===== src/rtl/mem_port_arbiter.sv =====
// Shares one memory port between the fetch and load/store requesters, one transaction at a time.
// Define MEM_ARB_ROUND_ROBIN_EN for round-robin ties; default is data priority with a streak limit.
module mem_port_arbiter #(
  parameter int unsigned ADDR_W          = 64,
  parameter int unsigned TIMEOUT_CYCLES  = 16,
  parameter int unsigned MAX_DATA_STREAK = 4
) (
  input  logic              clk,
  input  logic              reset,
  input  logic              if_req,
  input  logic [ADDR_W-1:0] if_addr,
  output logic              if_ready,
  output logic [31:0]       if_rdata,
  output logic              if_err,
  input  logic              d_req,
  input  logic              d_we,
  input  logic [ADDR_W-1:0] d_addr,
  input  logic [63:0]       d_wdata,
  output logic              d_ready,
  output logic [63:0]       d_rdata,
  output logic              d_err,
  output logic              mem_req,
  output logic              mem_we,
  output logic [ADDR_W-1:0] mem_addr,
  output logic [63:0]       mem_wdata,
  input  logic [63:0]       mem_rdata,
  input  logic              mem_ack
);

  localparam int unsigned TmoW = (TIMEOUT_CYCLES > 2) ? $clog2(TIMEOUT_CYCLES) : 1;
  localparam logic [TmoW-1:0] TmoLast = TmoW'(TIMEOUT_CYCLES - 1);

  typedef enum logic [1:0] {StIdle, StBusy, StResp} state_e;

  state_e              state_q, state_d;
  logic                owner_q, owner_d;  // 0 = fetch, 1 = data
  logic                mem_req_q, mem_req_d;
  logic                mem_we_q, mem_we_d;
  logic [ADDR_W-1:0]   mem_addr_q, mem_addr_d;
  logic [63:0]         mem_wdata_q, mem_wdata_d;
  logic [TmoW-1:0]     tmo_q, tmo_d;
  logic                if_ready_q, if_ready_d;
  logic                if_err_q, if_err_d;
  logic [31:0]         if_rdata_q, if_rdata_d;
  logic                d_ready_q, d_ready_d;
  logic                d_err_q, d_err_d;
  logic [63:0]         d_rdata_q, d_rdata_d;
  logic                gnt_data, gnt_fetch;

`ifdef MEM_ARB_ROUND_ROBIN_EN
  // owner_q is updated on every grant, so it doubles as the last-owner register.
  always_comb begin
    gnt_data  = 1'b0;
    gnt_fetch = 1'b0;
    if (if_req && d_req) begin
      gnt_data  = ~owner_q;
      gnt_fetch = owner_q;
    end else begin
      gnt_data  = d_req;
      gnt_fetch = if_req;
    end
  end
`else
  localparam int unsigned StreakW = $clog2(MAX_DATA_STREAK + 1);
  localparam logic [StreakW-1:0] StreakMax = StreakW'(MAX_DATA_STREAK);

  logic [StreakW-1:0] streak_q, streak_d;

  always_comb begin
    gnt_data  = 1'b0;
    gnt_fetch = 1'b0;
    if (if_req && d_req) begin
      gnt_fetch = (streak_q == StreakMax);
      gnt_data  = ~gnt_fetch;
    end else begin
      gnt_data  = d_req;
      gnt_fetch = if_req;
    end
  end

  // Streak only advances while fetch is being starved.
  always_comb begin
    streak_d = streak_q;
    if (state_q == StIdle) begin
      if (gnt_data && if_req) begin
        streak_d = streak_q + StreakW'(1);
      end else if (gnt_data || gnt_fetch) begin
        streak_d = '0;
      end
    end
  end

  always_ff @(posedge clk) begin
    if (reset) begin
      streak_q <= '0;
    end else begin
      streak_q <= streak_d;
    end
  end
`endif

  always_comb begin
    state_d     = state_q;
    owner_d     = owner_q;
    mem_req_d   = mem_req_q;
    mem_we_d    = mem_we_q;
    mem_addr_d  = mem_addr_q;
    mem_wdata_d = mem_wdata_q;
    tmo_d       = tmo_q;
    if_ready_d  = 1'b0;
    if_err_d    = 1'b0;
    if_rdata_d  = if_rdata_q;
    d_ready_d   = 1'b0;
    d_err_d     = 1'b0;
    d_rdata_d   = d_rdata_q;

    case (state_q)
      StIdle: begin
        if (gnt_data || gnt_fetch) begin
          state_d   = StBusy;
          mem_req_d = 1'b1;
          tmo_d     = '0;
          owner_d   = gnt_data;
          if (gnt_data) begin
            mem_we_d    = d_we;
            mem_addr_d  = d_addr;
            mem_wdata_d = d_wdata;
          end else begin
            mem_we_d    = 1'b0;
            mem_addr_d  = if_addr;
            mem_wdata_d = '0;
          end
        end
      end
      StBusy: begin
        if (mem_ack) begin
          state_d   = StResp;
          mem_req_d = 1'b0;
          if (owner_q) begin
            d_ready_d = 1'b1;
            d_rdata_d = mem_rdata;
          end else begin
            if_ready_d = 1'b1;
            if_rdata_d = mem_addr_q[2] ? mem_rdata[63:32] : mem_rdata[31:0];
          end
        end else if (tmo_q == TmoLast) begin
          state_d   = StResp;
          mem_req_d = 1'b0;
          if (owner_q) begin
            d_ready_d = 1'b1;
            d_err_d   = 1'b1;
            d_rdata_d = '0;
          end else begin
            if_ready_d = 1'b1;
            if_err_d   = 1'b1;
            if_rdata_d = '0;
          end
        end else begin
          tmo_d = tmo_q + TmoW'(1);
        end
      end
      StResp: begin
        state_d = StIdle;
      end
      default: begin
        state_d = StIdle;
      end
    endcase
  end

  always_ff @(posedge clk) begin
    if (reset) begin
      state_q     <= StIdle;
      owner_q     <= 1'b0;
      mem_req_q   <= 1'b0;
      mem_we_q    <= 1'b0;
      mem_addr_q  <= '0;
      mem_wdata_q <= '0;
      tmo_q       <= '0;
      if_ready_q  <= 1'b0;
      if_err_q    <= 1'b0;
      if_rdata_q  <= '0;
      d_ready_q   <= 1'b0;
      d_err_q     <= 1'b0;
      d_rdata_q   <= '0;
    end else begin
      state_q     <= state_d;
      owner_q     <= owner_d;
      mem_req_q   <= mem_req_d;
      mem_we_q    <= mem_we_d;
      mem_addr_q  <= mem_addr_d;
      mem_wdata_q <= mem_wdata_d;
      tmo_q       <= tmo_d;
      if_ready_q  <= if_ready_d;
      if_err_q    <= if_err_d;
      if_rdata_q  <= if_rdata_d;
      d_ready_q   <= d_ready_d;
      d_err_q     <= d_err_d;
      d_rdata_q   <= d_rdata_d;
    end
  end

  assign mem_req   = mem_req_q;
  assign mem_we    = mem_we_q;
  assign mem_addr  = mem_addr_q;
  assign mem_wdata = mem_wdata_q;
  assign if_ready  = if_ready_q;
  assign if_err    = if_err_q;
  assign if_rdata  = if_rdata_q;
  assign d_ready   = d_ready_q;
  assign d_err     = d_err_q;
  assign d_rdata   = d_rdata_q;

endmodule


===== config.mk =====
export PLATFORM = sky130hd
export DESIGN_NAME = mem_port_arbiter
export DESIGN_NICKNAME = d
export VERILOG_FILES = /design/src/rtl/mem_port_arbiter.sv
export SDC_FILE = /design/constraint.sdc
export NUM_CORES = 1
export LEC_CHECK = 0
export ABC_AREA = 0
export BUFFER_PORTS_ARGS = -buffer_cell sky130_fd_sc_hd__buf_2
export CORE_AREA = 2 2 193 195
export CTS_CLUSTER_DIAMETER = 50
export DETAILED_ROUTE_END_ITERATION = 16
export DIE_AREA = 0 0 195 197
export SLEW_MARGIN = 40
export SYNTH_ARGS = -nofsm -noshare
export SYNTH_HDL_FRONTEND = slang
export SYNTH_SLANG_ARGS = --single-unit

===== constraint.sdc =====
create_clock -name clk -period 5.3 [get_ports clk]
set_clock_uncertainty 0.15 [all_clocks]
set_input_delay 0.795 -clock clk [delete_from_list [all_inputs] [get_ports clk]]
set_output_delay 0.795 -clock clk [all_outputs]
set_load 0.01 [all_outputs]

==> metrics.txt <==
Initial Util 26.9%; CTS Buf Count 35; hold_sp mem_wdata[4]; number of post-CTS setup repair buffers 0; Arr. time, crit path 2.88 ns; vias per cell 5.23; storage element area 4800 µm²; startpoint types register; Max Cap Viol 0; Hold-fix buffers, CTS 0; H-tree depth 2; flops & latches, synth 240; setup tns final 0 ns; Ys Warns 0; WS Path Type register to register; syn avg cell area 8.98 µm²; Crit path max-delay family buffers and inverters; critical path cell sequence inv_1 > ha_1 > nand3_4 > buf_12 > buf_4 > nand3_1 > a311oi_1; Fill cells 3760; Sink Count 240; Die ar. 38400 µm²; share of cells above drive strength 1 40.6%; CTS Buffer Depth 3; leakage power total 0.00603 µW; WL final 37100 µm; final core utilization 37.8%; Syn Nets 1350; Clk Latency, worst-skew pair 0.52 ns; Multi-input gate area 4430 µm²; Worst Path Buf+Inv 3; hold path cells 2; Final period util 48.9%; VDD IR-drop max 0.215 mV; most frequent cells in the layout 489 x buf_2, 240 x dfxtp_1, 167 x a21oi_1; PortBufs 491; Detailed Routing Iterations Pass 1 8; Synth cell types 40; ANT nets after route 0; r2r worst-path depth 7; Synth Flop Type dfxtp_1; Setup Viol. Count Final 0; status completed; sequential area share after synthesis 49.3%; average wire per standard cell 18.6 µm; global-route wire length before repair 56600 µm; DIE WIDTH 195 µm; via count 10415; number of synthesized flops with an enable pin 0; crit path time final 2.59 ns; HPWL Detailed 25400 µm; number of global-route vias before repair 10028; crit end category register; P&R area growth vs syn 40.8%; clock slew at reported path FFs 0.06 ns; overall routing resource usage 18.3%; most common cell after layout, fill and taps aside buf_2; worst-path cell with the longest stage delay buf_4; slowest stage delay, CP 0.52 ns; CORE AREA 36300 µm²; die height 197 µm; Worst-Margin Slew 0.772 ns; WP depth 7; Crit Path Max Fanout 52; post_cts resized 0; Final Hold Fails 0; Worst slew margin 48.6%; Initial DRC Count 536; ys async rst share 0%; Hold Path Class register to register; Post-Syn Instances 1085; Mapped Area 9740 µm²; antenna violations before repair 4; IO Count 492; origin of the worst setup path streak_q[0]; drt drc 0; Slew Viols, Final 0; reg-to-reg startpoint streak_q[0]; largest net degree at the start of global routing 91; Core Rows 70; CTS tree done; RD Place Congestion 0.829; Root Driver clkbuf_16; fmax 0.385 GHz; PwrDens 371 nW/µm²; GRT overflow 0; unrepaired setup endpoints after global routing no; fin nets 1762; CP required 5.58 ns
==> final cells by class <==
class                      count  share of cell area (%)
timing repair buffer         510                    19.4
inverter                       5                   0.146
multi-input combinational    705                    32.3
clock inverter                20                    1.69
clock buffer                  42                    7.11
antenna                        2                  0.0365
sequential                   240                    35.0
tap                          468                    4.27
==> through the flow <==
stage	total power, µW	worst slack, ns	cell area (µm²)	instances	hold WS [ns]
after floorplan	2400	3.18	9740	1085	0.324
after global placement	2720	2.05	12400	1923	0.300
after detailed placement	2730	2.29	12500	1927	0.300
after CTS	5160	2.66	13700	1989	0.313
after global routing	5310	2.54	13700	1992	0.331
final	5090	2.71	13700	1992	0.317
==> cell usage after synthesis (3+ instances only) <==
cell type	number	area [µm²]
nand4_1	67	419
buf_1	7	26.3
clkbuf_1	96	360
a22o_1	64	561
inv_1	4	15.0
nor2_1	5	18.8
nand3_1	71	355
mux2_2	32	360
o221ai_1	4	35.0
buf_2	30	150
nand2_1	36	135
a311oi_1	64	561
a21oi_1	167	836
ha_1	3	37.5
o21ai_0	166	831
dfxtp_1	240	4800
==> power breakdown <==
group | leakage [µW] | switching [µW] | internal, µW
sequential | 0.00196 | 62.3 | 1920
clock | 0.000597 | 909 | 1490
combinational | 0.00347 | 427 | 291
==> logic make-up (layout without fill, tap and decap cells) <==
group | after synthesis | after routing | share of synthesized area, %
flip-flops | 240 | 240 | 49.3
adder cells (fa/ha/maj) | 3 | 3 | 0.385
buffers and inverters | 140 | 577 | 5.90
AND/OR/NAND/NOR | 197 | 197 | 10.9
AO/OA/AOI/OAI | 473 | 473 | 29.7
multiplexers | 32 | 32 | 3.70
other | 0 | 2 | 0
==> state kept, by name (all words and copies together), names as in the netlist, 2 cells and up <==
signal,flops
mem_addr,64
streak_q,3
mem_wdata,64
tmo_q,4
if_rdata,32
d_rdata,64
state_q,2
==> worst register-to-register path, stage by stage (launching register included) <==
cell and delay (ns):
dfxtp_1 0.35, inv_1 0.07, ha_1 0.25, nand3_4 0.40
buf_12 0.28, buf_4 0.56, nand3_1 0.19, a311oi_1 0.28
==> worst paths after layout <==
path | to | slack (ns)
max reg2reg | mem_addr[0] | 2.71
max | mem_addr[0] | 2.71
min reg2reg | mem_wdata[4] | 0.32
min | mem_wdata[4] | 0.32
==> per-layer routing <==
layer | vias to the layer above | global-route usage (%) | wire length, µm
met3 | 87 | 4.55 | 2820
met4 | 2 | 8.40 | 1320
li1 | 4955 | - | -
met1 | 4889 | 22.5 | 15300
met5 | - | 0 | 11
met2 | 482 | 30.0 | 17600
Note: power is estimated with default switching activity, not from simulation.
